`config.mk`:
```
export PLATFORM = sky130hd
export DESIGN_NAME = rom_dl_sched
export DESIGN_NICKNAME = d
export VERILOG_FILES = /design/src/rtl/sys1_dl_pkg.sv /design/src/rtl/dl_fifo.sv /design/src/rtl/rom_dl_sched.sv
export SDC_FILE = /design/constraint.sdc
export NUM_CORES = 1
export LEC_CHECK = 0
export CORE_MARGIN = 1.5
export CORE_UTILIZATION = 30
export CTS_CLUSTER_SIZE = 20
export DETAILED_ROUTE_END_ITERATION = 10
export HOLD_SLACK_MARGIN = 0.12
export RECOVER_POWER = 50
export REMOVE_ABC_BUFFERS = 1
export SETUP_SLACK_MARGIN = 0.3
export SYNTH_ARGS = -nofsm -noshare
export SYNTH_HDL_FRONTEND = slang
export SYNTH_SLANG_ARGS = --single-unit
```
`constraint.sdc`:
```
create_clock -name clk_sys -period 3.7 [get_ports clk_sys]
set_input_delay 1.11 -clock clk_sys [delete_from_list [all_inputs] [get_ports clk_sys]]
set_output_delay 1.11 -clock clk_sys [all_outputs]
set_load 0.02 [all_outputs]
```
`src/rtl/sys1_dl_pkg.sv`:
```
// sys1_dl_pkg: shared types and constants for the System 1 ROM download path.
//   - rom_region_e : ROM sink region select (CPU, SND, TILE, SPR, PROM)
//   - *_BASE/*_LAST: inclusive linear address window of each region
//   - dl_state_e   : download sequencer state
//   - dl_entry_t   : byte FIFO entry layout {region, offset, data} at DL_AW
//   - dl_decode()  : linear address -> {hit, region, offset}
package sys1_dl_pkg;

  localparam int DL_AW = 17;

  typedef enum logic [2:0] {
    RGN_CPU  = 3'd0,
    RGN_SND  = 3'd1,
    RGN_TILE = 3'd2,
    RGN_SPR  = 3'd3,
    RGN_PROM = 3'd4
  } rom_region_e;

  localparam logic [24:0] CPU_BASE  = 25'h000_0000;
  localparam logic [24:0] CPU_LAST  = 25'h000_FFFF;
  localparam logic [24:0] SND_BASE  = 25'h001_0000;
  localparam logic [24:0] SND_LAST  = 25'h001_1FFF;
  localparam logic [24:0] TILE_BASE = 25'h001_2000;
  localparam logic [24:0] TILE_LAST = 25'h002_9FFF;
  localparam logic [24:0] SPR_BASE  = 25'h002_A000;
  localparam logic [24:0] SPR_LAST  = 25'h003_9FFF;
  localparam logic [24:0] PROM_BASE = 25'h003_A000;
  localparam logic [24:0] PROM_LAST = 25'h003_A2FF;

  typedef enum logic [1:0] {
    ST_IDLE  = 2'd0,
    ST_LOAD  = 2'd1,
    ST_DRAIN = 2'd2,
    ST_HOLD  = 2'd3
  } dl_state_e;

  typedef struct packed {
    rom_region_e       region;
    logic [DL_AW-1:0]  offset;
    logic [7:0]        data;
  } dl_entry_t;

  typedef struct packed {
    logic              hit;
    rom_region_e       region;
    logic [DL_AW-1:0]  offset;
  } dl_decode_t;

  // The regions tile the image contiguously from address 0, so a chain of
  // upper-bound compares is enough to pick the region.
  function automatic dl_decode_t dl_decode(input logic [24:0] addr);
    dl_decode_t d;
    d.hit    = 1'b1;
    d.region = RGN_CPU;
    d.offset = '0;
    if (addr <= CPU_LAST) begin
      d.region = RGN_CPU;
      d.offset = DL_AW'(addr - CPU_BASE);
    end else if (addr <= SND_LAST) begin
      d.region = RGN_SND;
      d.offset = DL_AW'(addr - SND_BASE);
    end else if (addr <= TILE_LAST) begin
      d.region = RGN_TILE;
      d.offset = DL_AW'(addr - TILE_BASE);
    end else if (addr <= SPR_LAST) begin
      d.region = RGN_SPR;
      d.offset = DL_AW'(addr - SPR_BASE);
    end else if (addr <= PROM_LAST) begin
      d.region = RGN_PROM;
      d.offset = DL_AW'(addr - PROM_BASE);
    end else begin
      d.hit = 1'b0;
    end
    return d;
  endfunction

endpackage

```
`src/rtl/dl_fifo.sv`:
```
// dl_fifo: synchronous single-clock FIFO.
//   clk_sys, reset_n : clock, synchronous active-low reset (empties the FIFO)
//   push, push_data  : write strobe and word; ignored while full
//   pop              : discard the head word; ignored while empty
//   head             : word at the read pointer (valid while !empty)
//   count, full, empty : occupancy status
// DEPTH must be a power of two so the pointers wrap naturally.
module dl_fifo #(
  parameter int DEPTH = 4,
  parameter int W     = 28
) (
  input  logic                     clk_sys,
  input  logic                     reset_n,
  input  logic                     push,
  input  logic [W-1:0]             push_data,
  input  logic                     pop,
  output logic [W-1:0]             head,
  output logic [$clog2(DEPTH):0]   count,
  output logic                     full,
  output logic                     empty
);

  localparam int PW = $clog2(DEPTH);
  localparam int CW = PW + 1;

  logic [W-1:0]  mem [DEPTH];
  logic [PW-1:0] wr_ptr;
  logic [PW-1:0] rd_ptr;
  logic          do_push;
  logic          do_pop;

  assign full    = (count == CW'(DEPTH));
  assign empty   = (count == '0);
  assign do_push = push & ~full;
  assign do_pop  = pop & ~empty;
  assign head    = mem[rd_ptr];

  always_ff @(posedge clk_sys) begin
    if (!reset_n) begin
      wr_ptr <= '0;
      rd_ptr <= '0;
      count  <= '0;
    end else begin
      if (do_push) wr_ptr <= wr_ptr + 1'b1;
      if (do_pop)  rd_ptr <= rd_ptr + 1'b1;
      case ({do_push, do_pop})
        2'b10:   count <= count + 1'b1;
        2'b01:   count <= count - 1'b1;
        default: count <= count;
      endcase
    end
  end

  // Storage needs no reset: the pointers alone define what is valid.
  always_ff @(posedge clk_sys) begin
    if (do_push) mem[wr_ptr] <= push_data;
  end

endmodule

```
`src/rtl/rom_dl_sched.sv`:
```
// rom_dl_sched: sequences the HPS ROM download into the core's ROM write port.
//   clk_sys, reset_n        : clock, synchronous active-low reset
//   ioctl_download/wr/index/addr/dout : HPS download stream
//   ioctl_wait              : registered throttle, high while occupancy >= WAIT_LVL
//   rom_we/region/addr/data : write request to the ROM sink, held until rom_rdy
//   rom_rdy                 : sink accepts the presented write this cycle
//   core_rst                : game core reset, high from download start until
//                             RST_HOLD cycles after the FIFO drains
//   game_no                 : game number from index-1 downloads
//   dl_done                 : one-cycle pulse when core_rst is released
//   err_ovf, err_range      : sticky drop flags (FIFO full / address outside regions)
//
// Sink handshake: rom_we and the region/addr/data bundle are a valid/ready pair;
// once rom_we is high, the bundle is frozen until a cycle with rom_we & rom_rdy,
// which pops the FIFO. rom_we then drops for one cycle before the next head.
// RST_HOLD must be at least 2.
module rom_dl_sched
  import sys1_dl_pkg::*;
#(
  parameter int FIFO_DEPTH = 4,
  parameter int WAIT_LVL   = 2,
  parameter int RST_HOLD   = 16,
  parameter int AW         = 17
) (
  input  logic          clk_sys,
  input  logic          reset_n,
  input  logic          ioctl_download,
  input  logic          ioctl_wr,
  input  logic [7:0]    ioctl_index,
  input  logic [24:0]   ioctl_addr,
  input  logic [7:0]    ioctl_dout,
  output logic          ioctl_wait,
  output logic          rom_we,
  input  logic          rom_rdy,
  output logic [2:0]    rom_region,
  output logic [AW-1:0] rom_addr,
  output logic [7:0]    rom_data,
  output logic          core_rst,
  output logic [7:0]    game_no,
  output logic          dl_done,
  output logic          err_ovf,
  output logic          err_range
);

  localparam int EW  = 3 + AW + 8;
  localparam int CW  = $clog2(FIFO_DEPTH) + 1;
  localparam int HCW = $clog2(RST_HOLD + 1);

  // ---------------------------------------------------------------------------
  // Byte acceptance and address decode
  // ---------------------------------------------------------------------------
  dl_decode_t     dec;
  logic           byte_rom;
  logic           push_req;
  logic           fifo_push;
  logic           fifo_pop;
  logic [EW-1:0]  push_word;
  logic [EW-1:0]  fifo_head;
  logic [CW-1:0]  fifo_count;
  logic           fifo_full;
  logic           fifo_empty;

  assign dec       = dl_decode(ioctl_addr);
  assign byte_rom  = ioctl_download & ioctl_wr & (ioctl_index == 8'd0);
  assign push_req  = byte_rom & dec.hit;
  assign fifo_push = push_req & ~fifo_full;
  assign fifo_pop  = rom_we & rom_rdy;
  assign push_word = {dec.region, AW'(dec.offset), ioctl_dout};

  dl_fifo #(
    .DEPTH (FIFO_DEPTH),
    .W     (EW)
  ) u_fifo (
    .clk_sys   (clk_sys),
    .reset_n   (reset_n),
    .push      (fifo_push),
    .push_data (push_word),
    .pop       (fifo_pop),
    .head      (fifo_head),
    .count     (fifo_count),
    .full      (fifo_full),
    .empty     (fifo_empty)
  );

  // ---------------------------------------------------------------------------
  // Head presentation. The entry stays in the FIFO while presented, so
  // occupancy counts it. With an empty FIFO the byte being pushed is loaded
  // straight into the output register, giving rom_we the cycle after the push.
  // ---------------------------------------------------------------------------
  always_ff @(posedge clk_sys) begin
    if (!reset_n) begin
      rom_we     <= 1'b0;
      rom_region <= '0;
      rom_addr   <= '0;
      rom_data   <= '0;
    end else if (rom_we && rom_rdy) begin
      rom_we <= 1'b0;
    end else if (!rom_we) begin
      if (!fifo_empty) begin
        rom_we                           <= 1'b1;
        {rom_region, rom_addr, rom_data} <= fifo_head;
      end else if (fifo_push) begin
        rom_we                           <= 1'b1;
        {rom_region, rom_addr, rom_data} <= push_word;
      end
    end
  end

  // Throttle and sticky error flags
  always_ff @(posedge clk_sys) begin
    if (!reset_n) begin
      ioctl_wait <= 1'b0;
      err_ovf    <= 1'b0;
      err_range  <= 1'b0;
    end else begin
      ioctl_wait <= (fifo_count >= CW'(WAIT_LVL));
      if (push_req && fifo_full) err_ovf   <= 1'b1;
      if (byte_rom && !dec.hit)  err_range <= 1'b1;
    end
  end

  // ---------------------------------------------------------------------------
  // Download sequencer
  // ---------------------------------------------------------------------------
  dl_state_e        state;
  dl_state_e        state_nxt;
  logic [HCW-1:0]   hold_cnt;
  logic [HCW-1:0]   hold_cnt_nxt;
  logic             core_rst_nxt;
  logic             dl_done_nxt;
  logic             enter_load;
  logic             dl_q;
  logic             rom_dl_rise;
  logic             drained;

  assign rom_dl_rise = ioctl_download & ~dl_q & (ioctl_index == 8'd0);
  assign drained     = fifo_empty & ~rom_we;

  always_ff @(posedge clk_sys) begin
    if (!reset_n) begin
      state    <= ST_IDLE;
      hold_cnt <= '0;
      core_rst <= 1'b1;
      dl_done  <= 1'b0;
      dl_q     <= 1'b0;
    end else begin
      state    <= state_nxt;
      hold_cnt <= hold_cnt_nxt;
      core_rst <= core_rst_nxt;
      dl_done  <= dl_done_nxt;
      dl_q     <= ioctl_download;
    end
  end

  // The cycle in DRAIN that first sees the drained condition counts as the
  // first hold cycle, so core_rst drops exactly RST_HOLD cycles after it.
  always_comb begin
    state_nxt    = state;
    hold_cnt_nxt = hold_cnt;
    core_rst_nxt = core_rst;
    dl_done_nxt  = 1'b0;
    enter_load   = 1'b0;
    case (state)
      ST_IDLE: begin
        if (rom_dl_rise) begin
          state_nxt    = ST_LOAD;
          core_rst_nxt = 1'b1;
          enter_load   = 1'b1;
        end
      end
      ST_LOAD: begin
        core_rst_nxt = 1'b1;
        if (!ioctl_download) state_nxt = ST_DRAIN;
      end
      ST_DRAIN: begin
        core_rst_nxt = 1'b1;
        if (rom_dl_rise) begin
          state_nxt    = ST_LOAD;
          hold_cnt_nxt = '0;
          enter_load   = 1'b1;
        end else if (drained) begin
          state_nxt    = ST_HOLD;
          hold_cnt_nxt = HCW'(1);
        end
      end
      ST_HOLD: begin
        core_rst_nxt = 1'b1;
        if (rom_dl_rise) begin
          state_nxt    = ST_LOAD;
          hold_cnt_nxt = '0;
          enter_load   = 1'b1;
        end else if (hold_cnt == HCW'(RST_HOLD - 1)) begin
          state_nxt    = ST_IDLE;
          hold_cnt_nxt = '0;
          core_rst_nxt = 1'b0;
          dl_done_nxt  = 1'b1;
        end else begin
          hold_cnt_nxt = hold_cnt + 1'b1;
        end
      end
      default: begin
        state_nxt    = ST_IDLE;
        hold_cnt_nxt = '0;
      end
    endcase
  end

  // Game number: cleared when a ROM download starts, loaded by index-1 bytes.
  always_ff @(posedge clk_sys) begin
    if (!reset_n) begin
      game_no <= '0;
    end else if (enter_load) begin
      game_no <= '0;
    end else if (ioctl_wr && (ioctl_index == 8'd1)) begin
      game_no <= ioctl_dout;
    end
  end

endmodule
```
# Yosys cells after proc, flatten, opt, wreduce, memory -nomap -nowiden
# Memories as Yosys holds them, arrays and structs flattened. A register that Yosys moved wholly into a read port is not among the register bits.
# Index checks and enable logic that the tools add are counted.
# W data, S select, Z words.
# classes
n_addsub,9
magnitude_cmp,6
eq_ne,13
muxes,43
bitwise,17
n_reduce_logical,18
# ops
cell,n
$mux W20,5
$le A25 B18 Y1 const B,3
$sub A17 B17 Y17 const B,3
$mux W17,2
$le A25 B16 Y1 const B,1
$le A25 B17 Y1 const B,1
$mux W5,4
$sub A17 B16 Y17 const B,1
$mux W1,16
$mux W2,8
$mux W8,2
$and A1 B1 Y1,10
$pmux W5 S2,1
$eq A8 B1 Y1 const B,1
$logic_not A8 Y1,1
$pmux W2 S4,1
$not A1 Y1,7
$eq A2 B2 Y1 const B,3
$mux W3,2
$ne A3 B3 Y1 const B,2
$pmux W3 S2,1
$reduce_or A2 Y1,3
$reduce_or A3 Y1,2
$add A5 B1 Y5 const B,1
18 further kinds,25
# totals
register_bits,57
ramBits,112
wordCells,123
n_memories,1
# memory_table
memory,words,word_bits,read_ports,rd_clocked_by_memory_dff,wr,line,source
u_fifo.mem,4,28,1,1,1,dl_fifo.sv:26,logic [W-1:0] mem [DEPTH];

# Logic depth before layout (Yosys ltp)
# Gate-level depths: netlist of the first run.
# logic_depth
depth_word,11
ltp_mapped,14
depth_no_buf,13

# Cells and area by module
# From an unflattened synthesis of the first run, not the netlist that was laid out.
# unflattened
hier_cells,564
area_unflattened_um2,7604.8
# by_module_without_submodules
module,instances,cells_each,area_per_inst_um2,seq_area_each_um2
dl_fifo,1,200,4554.4,3543.4
rom_dl_sched,1,364,3050.4,1001.0

# Least setup slack after synthesis of the first run
# OpenSTA, ideal clock, no wires.
# synth_timing
kind,input to register
from,in ioctl_addr[14]
to,mem u_fifo.mem[1][0] (enable)
setup_ns,0.387
t_arrival_ns,3.301
required_time_ns,3.313
setup_slack_ns,0.011
stages,5
path_buffers,0
path_cell_list,or3b_1 o41ai_4 nor3_4 a2111oi_4 and2_1
# synth_via
elab_chain_cells,11
word_cells_on_any_way,15
classes_between,order compare (5); mux (7); bitwise (3)
# synth_lines
element,line,source
start: declaration,rom_dl_sched.sv:30,"input logic [24:0] ioctl_addr,"
$le A25 B18 Y1,sys1_dl_pkg.sv:68,end else if (addr <= PROM_LAST) begin
$mux W1,sys1_dl_pkg.sv:68,
$mux W1,sys1_dl_pkg.sv:65,end else if (addr <= SPR_LAST) begin
$mux W1,sys1_dl_pkg.sv:62,end else if (addr <= TILE_LAST) begin
$mux W1,sys1_dl_pkg.sv:59,end else if (addr <= SND_LAST) begin
$mux W1 *,sys1_dl_pkg.sv:56,if (addr <= CPU_LAST) begin
$and A1 B1 Y1 *,rom_dl_sched.sv:65,assign push_req = byte_rom & dec.hit;
$and A1 B1 Y1 *,rom_dl_sched.sv:66,assign fifo_push = push_req & ~fifo_full;
$and A1 B1 Y1 *,dl_fifo.sv:34,assign do_push = push & ~full;
$mux W1 *,dl_fifo.sv:56,if (do_push) mem[wr_ptr] <= push_data;
$mux W1 (not written as such) *,dl_fifo.sv:56,
end: declaration,dl_fifo.sv:26,
# Mark *: on every way between the ends. The rest lies on a longest branch, timed or not.

# Worst setup path in the final report of the first run
# layout_timing
from,in ioctl_addr[14]
to,reg u_fifo.count[2]
# layout_via
elab_chain_cells,11
word_cells_on_any_way,17
classes_between,order compare (5); eq/ne (2); mux (6); bitwise (3); reduce/logical (1)
# layout_lines
element,line,source
$le A25 B18 Y1,sys1_dl_pkg.sv:68,
$mux W1,sys1_dl_pkg.sv:68,
$mux W1,sys1_dl_pkg.sv:65,
$mux W1,sys1_dl_pkg.sv:62,
$mux W1,sys1_dl_pkg.sv:59,
$mux W1 *,sys1_dl_pkg.sv:56,
$and A1 B1 Y1 *,rom_dl_sched.sv:65,
$and A1 B1 Y1 *,rom_dl_sched.sv:66,
$and A1 B1 Y1 *,dl_fifo.sv:34,
$eq A2 B1 Y1 / $eq A2 B2 Y1 (equally long branches),dl_fifo.sv:46,"case ({do_push, do_pop})"
$pmux W3 S2 / $reduce_bool A2 Y1 (equally long branches),-,
end signal: assignment,dl_fifo.sv:47,2'b10: count <= count + 1'b1;
end signal: assignment,dl_fifo.sv:48,2'b01: count <= count - 1'b1;
end signal: assignment,dl_fifo.sv:49,default: count <= count;
end: declaration,dl_fifo.sv:18,"output logic [$clog2(DEPTH):0] count,"
# Marked as above.
# A chain may end at the register's enable or synchronous reset.

==> impl_metrics.yaml, run 1 <==
place:
  dp_hpwl_um: 12000
  pre_cts_ws_ns: -0.386
  port_buffers: 87
  gp_congestion: 0.799
route:
  ant_nets: 0
  routed_via_density: 4.94
  wl_per_cell_um: 17.6
  drc: 0
  via_count: 5156
  routed_wl_um: 18400
  dr.pass1.iters: 4
  drt_iter0_drc: 243
timing:
  rsz0062_at_grt: "true"
  hold_violations: 0
  layout_setup_ws_ns: 0.295
  period_share_pct: 92.0
  skew_ns: 0.00538
  whs_ns: 0.469
  setup_viol: 0
  slew_viol_final: 0
  fmax_mhz: 294
  fin_crit_ns: 3.41
  relSlewSlack_pct: 11.0
  max_slew.worst_pin.slew_ns: 1.34
clock_tree:
  cts_buffers: 17
  clockBufferDepth: 2
  h-tree-depth: 4
  clock-sinks: 171
  cts_tree: "yes"
  clk_latency_ns: 0.42
  path_clk_slew_ns: 0.06
  clockRootBuffer: "clkbuf_16"
layout:
  nets: 763
  drive_gt1_share_pct: 21.1
  diodes: 0
  area_delta_synth_final_pct: 30.9
logic_synthesis:
  synth_edf_count: 112
  ys_ff_latch: 171
  syn_avg_cell_area_um2: 13.4
  yosys.area.top_type: "edfxtp_1"
  synth-async-reset-ratio_pct: 0
  ys_top_cells_by_count: "edfxtp_1 (112), dfxtp_1 (59), nand2_1 (37)"
  syn_inst: 562
  synth.most_common_cell: "edfxtp_1"
  yosysWarningCount: 0
  ys_seq_area_share_pct: 60.5
  yosys-top-cells-area: "edfxtp_1 (45%), dfxtp_1 (16%), mux4_2 (8.4%), and2_1 (2.6%), nand2_1 (1.8%)"
  netlist_area_um2: 7510
  synth_ff_type: "edfxtp_1"
  synth_cell_type_count: 63
  synth_top_area_share_pct: 44.8
worst_setup_path:
  path_class: "in -> reg"
  crit_fanout: 3
  start_kind: "primary input"
  cp.required_ns: 4.03
  critPathCaptureType: "register"
  critPathArrivalTime_ns: 3.74
die:
  dieArea_um2: 26000
  start_util_pct: 30.7
  die_h_um: 161
  io_pins: 88
  core_area_um2: 24500
  rows: 57
  die_w_um: 161
run_status:
  status: "finished clean"
global_route:
  grt_first_pass_wirelength_um: 29300
  grt-ovfl-total: 0
  grt_use_total_pct: 14.8
  grt_pass1_vias: 5273
  antenna_found_initial: 0
  grt_max_degree: 33
run:
  drv_cap: 0
pwr:
  ir_drop_mv: 0.264
  p_leak_nw: 3.49
  p_per_area_nw_per_um2: 406
worst_hold_path:
  worstHoldPathType: "reg -> reg"
[final timing paths]
path | startpoint | end | slack (ns) | cells after the start
setup reg to reg | rom_we | u_fifo.count[2] | 1.51 | 7
setup / recovery | ioctl_addr[14] | u_fifo.count[2] | 0.29 | 14
hold reg to reg | err_range | err_range | 0.47 | 1
hold / removal | err_range | err_range | 0.47 | 1
[cell usage in the layout, fill, tap and decap left out, types with 6 or more instances in the layout]
cell type,count
edfxtp_1,112
buf_4,58
dfxtp_1,57
dlygate4sd3_1,51
nand2_1,37
nor2_1,33
mux4_2,28
a21oi_1,25
nor3_1,23
clkdlybuf4s50_1,21
and2_1,18
clkbuf_16,17
inv_1,16
o31ai_1,15
dlygate4sd2_1,15
a31oi_1,14
o21ai_0,14
and2_0,13
mux2i_1,11
ha_1,9
clkbuf_1,9
a311oi_1,8
nand3_1,6
a311oi_2,6
buf_12,6
[metal layers]
layer | up-vias | routed length, um | track usage [%]
met5 | - | 0 | 0
met4 | 0 | 267 | 4.25
met3 | 14 | 838 | 2.95
met2 | 118 | 8620 | 24.1
met1 | 2563 | 8630 | 20.1
li1 | 2461 | - | -
[flip-flops by register name (all words and copies together), names as in the netlist, named ones only]
signal / count
ioctl_wait: 1
u_fifo.mem: 112
rom_data: 8
dl_q: 1
state: 2
err_ovf: 1
rom_we: 1
hold_cnt: 5
game_no: 8
rom_region: 3
u_fifo.wr_ptr: 2
u_fifo.rd_ptr: 2
rom_addr: 17
core_rst: 1
u_fifo.count: 3
dl_done: 1
err_range: 1
[critical path: stages]
cell and delay (ns):
dlygate4sd2_1 0.26, inv_1 0.11, ha_1 0.16, nand2_1 0.05
o41a_1 0.48, nor3_4 0.26, a2111oi_4 0.11, inv_1 0.07
ha_2 0.17, inv_1 0.05, fa_2 0.33, xor2_1 0.15
or3_1 0.31, a21oi_1 0.12
[layout make-up]
type,instances,area (um^2)
well taps,324,405
clock buffers,21,460
clock inverters,11,144
multi-input cells,338,2750
inverters,18,67.6
fillers,2271,14600
flip-flops and latches,171,4550
repair buffers,160,1450
[repair_timing]
action / 4_1_cts / 5_1_grt
gates resized for setup: 22 / 2
hold buffers: 0 / 0
setup endpoints to repair: 119 / 8
buffers inserted: 0 / 1
gates cloned: 0 / 0
hold endpoints to repair: 0 / 0
pin swaps: 6 / 1
[power breakdown]
part | leakage [nW] | internal [mW] | switching [mW]
clock | 0.285 | 1.10 | 0.716
combinational | 1.79 | 0.0797 | 0.0790
sequential | 1.42 | 2.02 | 0.00263
[per-stage QoR]
step / instance area (um^2) / power [mW] / util [%] / TNS [ns] / std cells
final: 9820 / 3.99 / 40.2 / 0 / 1043
after global routing: 9820 / 4.13 / 40.2 / 0 / 1043
after CTS: 9840 / 4.03 / 40.2 / 0 / 1042
after detailed placement: 9240 / 2.23 / 37.8 / -26.74 / 1010
after global placement: 9240 / 2.23 / 37.8 / -21.16 / 1010
after floorplan: 7330 / 2.11 / - / -9.44 / 527
[cell families after synthesis]
family,after synthesis,synth area share [%]
buffers and inverters,53,3.20
muxes,39,9.87
DFF,171,60.5
adders and majority gates,11,1.93
and+or+nand+nor,166,11.6
xor gates and xnor gates,7,0.817
AOI/OAI and AO/OA,115,12.0
Power figures use the tool's default switching activity.
==> run 2: changes to the inputs <==
--- a/config.mk
+++ b/config.mk
@@ -6,10 +6,13 @@
 export NUM_CORES = 1
 export LEC_CHECK = 0
 export CORE_MARGIN = 1.5
-export CORE_UTILIZATION = 30
+export CORE_UTILIZATION = 50
+export CTS_CLUSTER_DIAMETER = 100
 export CTS_CLUSTER_SIZE = 20
 export DETAILED_ROUTE_END_ITERATION = 10
 export HOLD_SLACK_MARGIN = 0.12
+export MAX_ROUTING_LAYER = met4
+export PLACE_DENSITY = 0.75
 export RECOVER_POWER = 50
 export REMOVE_ABC_BUFFERS = 1
 export SETUP_SLACK_MARGIN = 0.3
==> run 2 against run 1 <==
The run now ends with max-capacitance violations, max-slew violations left. Sequential share of layout area rose by 0.87 points. Wire length rose by 1.4%. Clock skew barely moved. Flip-flop and latch count did not move. Combinational power barely moved. Via count rose by 5.5%. Clock-buffer cell count fell by 1. Highest routed layer unchanged.
==> impl_metrics.yaml, run 2 (synthesis results as in run 1) <==
route:
  via_count: 5438
  wl_per_cell_um: 20.6
  drc: 0
  ant_nets: 0
  drt_iter0_drc: 365
  routed_wl_um: 18600
  routed_via_density: 6.02
  dr.pass1.iters: 5
timing:
  layout_setup_ws_ns: 0.284
  fin_crit_ns: 3.42
  rsz0062_at_grt: "true"
  setup_viol: 0
  hold_violations: 0
  relSlewSlack_pct: -5.38
  skew_ns: 0.00561
  slew_viol_final: 28
  tns_ns: 0
  fmax_mhz: 293
  max_slew.worst_pin.slew_ns: 1.58
  period_share_pct: 92.3
worst_setup_path:
  critPathCaptureType: "register"
  reg2reg_to: "u_fifo.count[2]"
  crit_fanout: 2
  ff2ff_path_depth: 7
  path_class: "in -> reg"
  cp.required_ns: 4.04
  start_kind: "primary input"
  reg2reg_from: "rom_we"
  critPathArrivalTime_ns: 3.75
  r2r_slack_ns: 1.39
place:
  pre_cts_ws_ns: -0.309
  port_buffers: 87
  place_area_um2: 9050
  gp_congestion: 0.901
  dp_hpwl_um: 12600
run_status:
  violations: "max-capacitance violations, max-slew violations"
  status: "finished with violations"
pwr:
  ir_drop_mv: 0.374
  seqPwrFrac_pct: 51.2
  p_per_area_nw_per_um2: 409
  p_leak_nw: 3.53
  p_int_mw: 3.17
  clkPwrFrac_pct: 44.7
  p_comb_share_pct: 4.1
  switching_share_pct: 19.7
  power_mw: 3.95
  p_switching_mw: 0.777
clock_tree:
  clock-sinks: 171
  clk_latency_ns: 0.42
  clockRootBuffer: "clkbuf_16"
  path_clk_slew_ns: 0.06
  cts_tree: "yes"
  h-tree-depth: 4
  clockBufferDepth: 2
  cts_buffers: 17
layout:
  final_cell_mix: "edfxtp_1 (112), buf_4 (59), dfxtp_1 (57)"
  drive_gt1_share_pct: 22.8
  design_area_um2: 9640
  final_common_cell: "edfxtp_1"
  multi_input_area_um2: 2760
  nets: 764
  area_delta_synth_final_pct: 28.5
  seq_area_um2: 4550
  diodes: 0
  top_regs: "u_fifo.mem (112), rom_addr (17)"
  nFillCells: 1058
  regMostFlops: "u_fifo.mem"
  largest_reg_flops: 112
die:
  start_util_pct: 51.5
  dieArea_um2: 15800
  die_w_um: 126
  core_area_um2: 14600
  io_pins: 88
  rows: 44
  die_h_um: 126
global_route:
  grt_first_pass_wirelength_um: 29700
  grt_max_degree: 33
  grt-ovfl-total: 0
  grt_use_total_pct: 25.5
  antenna_found_initial: 0
  grt_pass1_vias: 5593
worst_hold_path:
  worstHoldPathType: "reg -> reg"
  hp-start: "err_ovf"
  hold_path_depth: 2
  min_to: "err_ovf"
run:
  drv_cap: 1
run 2: cell types whose count changed in the layout (fill, tap and decap cells not counted), sizes merged:
cell / before / now
clkdlybuf4s50: 21 / 17
clkinv: 5 / 8
dlygate4sd2: 15 / 0
clkdlybuf4s25: 0 / 1
buf: 65 / 67
clkinvlp: 4 / 2
dlymetal6s2s: 0 / 7
clkbuf: 29 / 37
dlygate4sd3: 51 / 52
run 2: power by group through the flow:
stage,clock (mW),combinational (mW),sequential (mW)
6_report,1.77,0.160,2.02
5_1_grt,1.87,0.173,2.02
3_5_place_dp,0,0.164,2.06
3_3_place_gp,0,0.161,2.06
2_1_floorplan,0,0.0456,2.06
4_1_cts,1.79,0.162,2.02
run 2: how the worst max path moves through the flow:
| stage | start | endpoint | slack, ns | cells past startpoint |
|---|---|---|---|---|
| CTS | ioctl_addr[0] | u_fifo.count[2] | 0.28 | 13 |
| detailed placement | ioctl_addr[10] | u_fifo.count[2] | -0.31 | 12 |
| global route | ioctl_addr[4] | rom_we | 0.15 | 10 |
| finish | ioctl_addr[4] | u_fifo.count[2] | 0.28 | 12 |
| floorplan | ioctl_addr[14] | rom_addr[16] | -0.42 | 6 |
| global placement | ioctl_addr[10] | u_fifo.count[2] | -0.26 | 12 |
run 2: through the flow:
stage / util, % / instances / hold WS, ns
CTS: 66.1 / 902 / 0.490
global route: 66.1 / 904 / 0.498
finish: 66.1 / 904 / 0.485
detailed placement: 62.0 / 870 / 0.468
global placement: 62.0 / 870 / 0.466
floorplan: - / 527 / 0.475
run 2: final cells by class:
type | count | area share [%]
inverter | 18 | 0.701
multi-input combinational | 338 | 28.6
timing repair buffer | 161 | 15.0
clock inverter | 12 | 1.53
sequential | 171 | 47.2
tap | 184 | 2.39
clock buffer | 20 | 4.63
run 2: worst max-delay path, stage by stage:
cell and delay [ns]:
clkdlybuf4s25_1 0.25, nand4_1 0.16, o41a_1 0.51, nor3_4 0.25
a2111oi_4 0.11, inv_1 0.07, ha_2 0.18, inv_2 0.04
fa_2 0.37, xor2_1 0.17, or3_1 0.39, a21oi_2 0.14
run 2: what timing repair did:
action,in CTS,in global routing
pin swaps,8,13
resized for setup,17,37
endpoints found under the setup margin,30,147
buffers inserted,0,2
hold buffers,0,0
cloned,0,0
run 2: metal layers:
layer	vias to the layer above	wire [um]	track usage [%]
met5	-	0	-
met4	0	273	9.09
met3	22	957	5.43
met2	186	9610	42.1
met1	2758	7790	31.0
li1	2472	-	-
==> run 3: changes to the inputs <==
--- a/config.mk
+++ b/config.mk
@@ -5,11 +5,13 @@
 export SDC_FILE = /design/constraint.sdc
 export NUM_CORES = 1
 export LEC_CHECK = 0
+export ABC_AREA = 0
 export CORE_MARGIN = 1.5
 export CORE_UTILIZATION = 50
 export CTS_CLUSTER_DIAMETER = 100
 export CTS_CLUSTER_SIZE = 20
 export DETAILED_ROUTE_END_ITERATION = 10
+export GPL_TIMING_DRIVEN = 1
 export HOLD_SLACK_MARGIN = 0.12
 export MAX_ROUTING_LAYER = met4
 export PLACE_DENSITY = 0.75
==> results of run 3 <==
The final DEF is identical to that of run 2; final timing and power are the same.
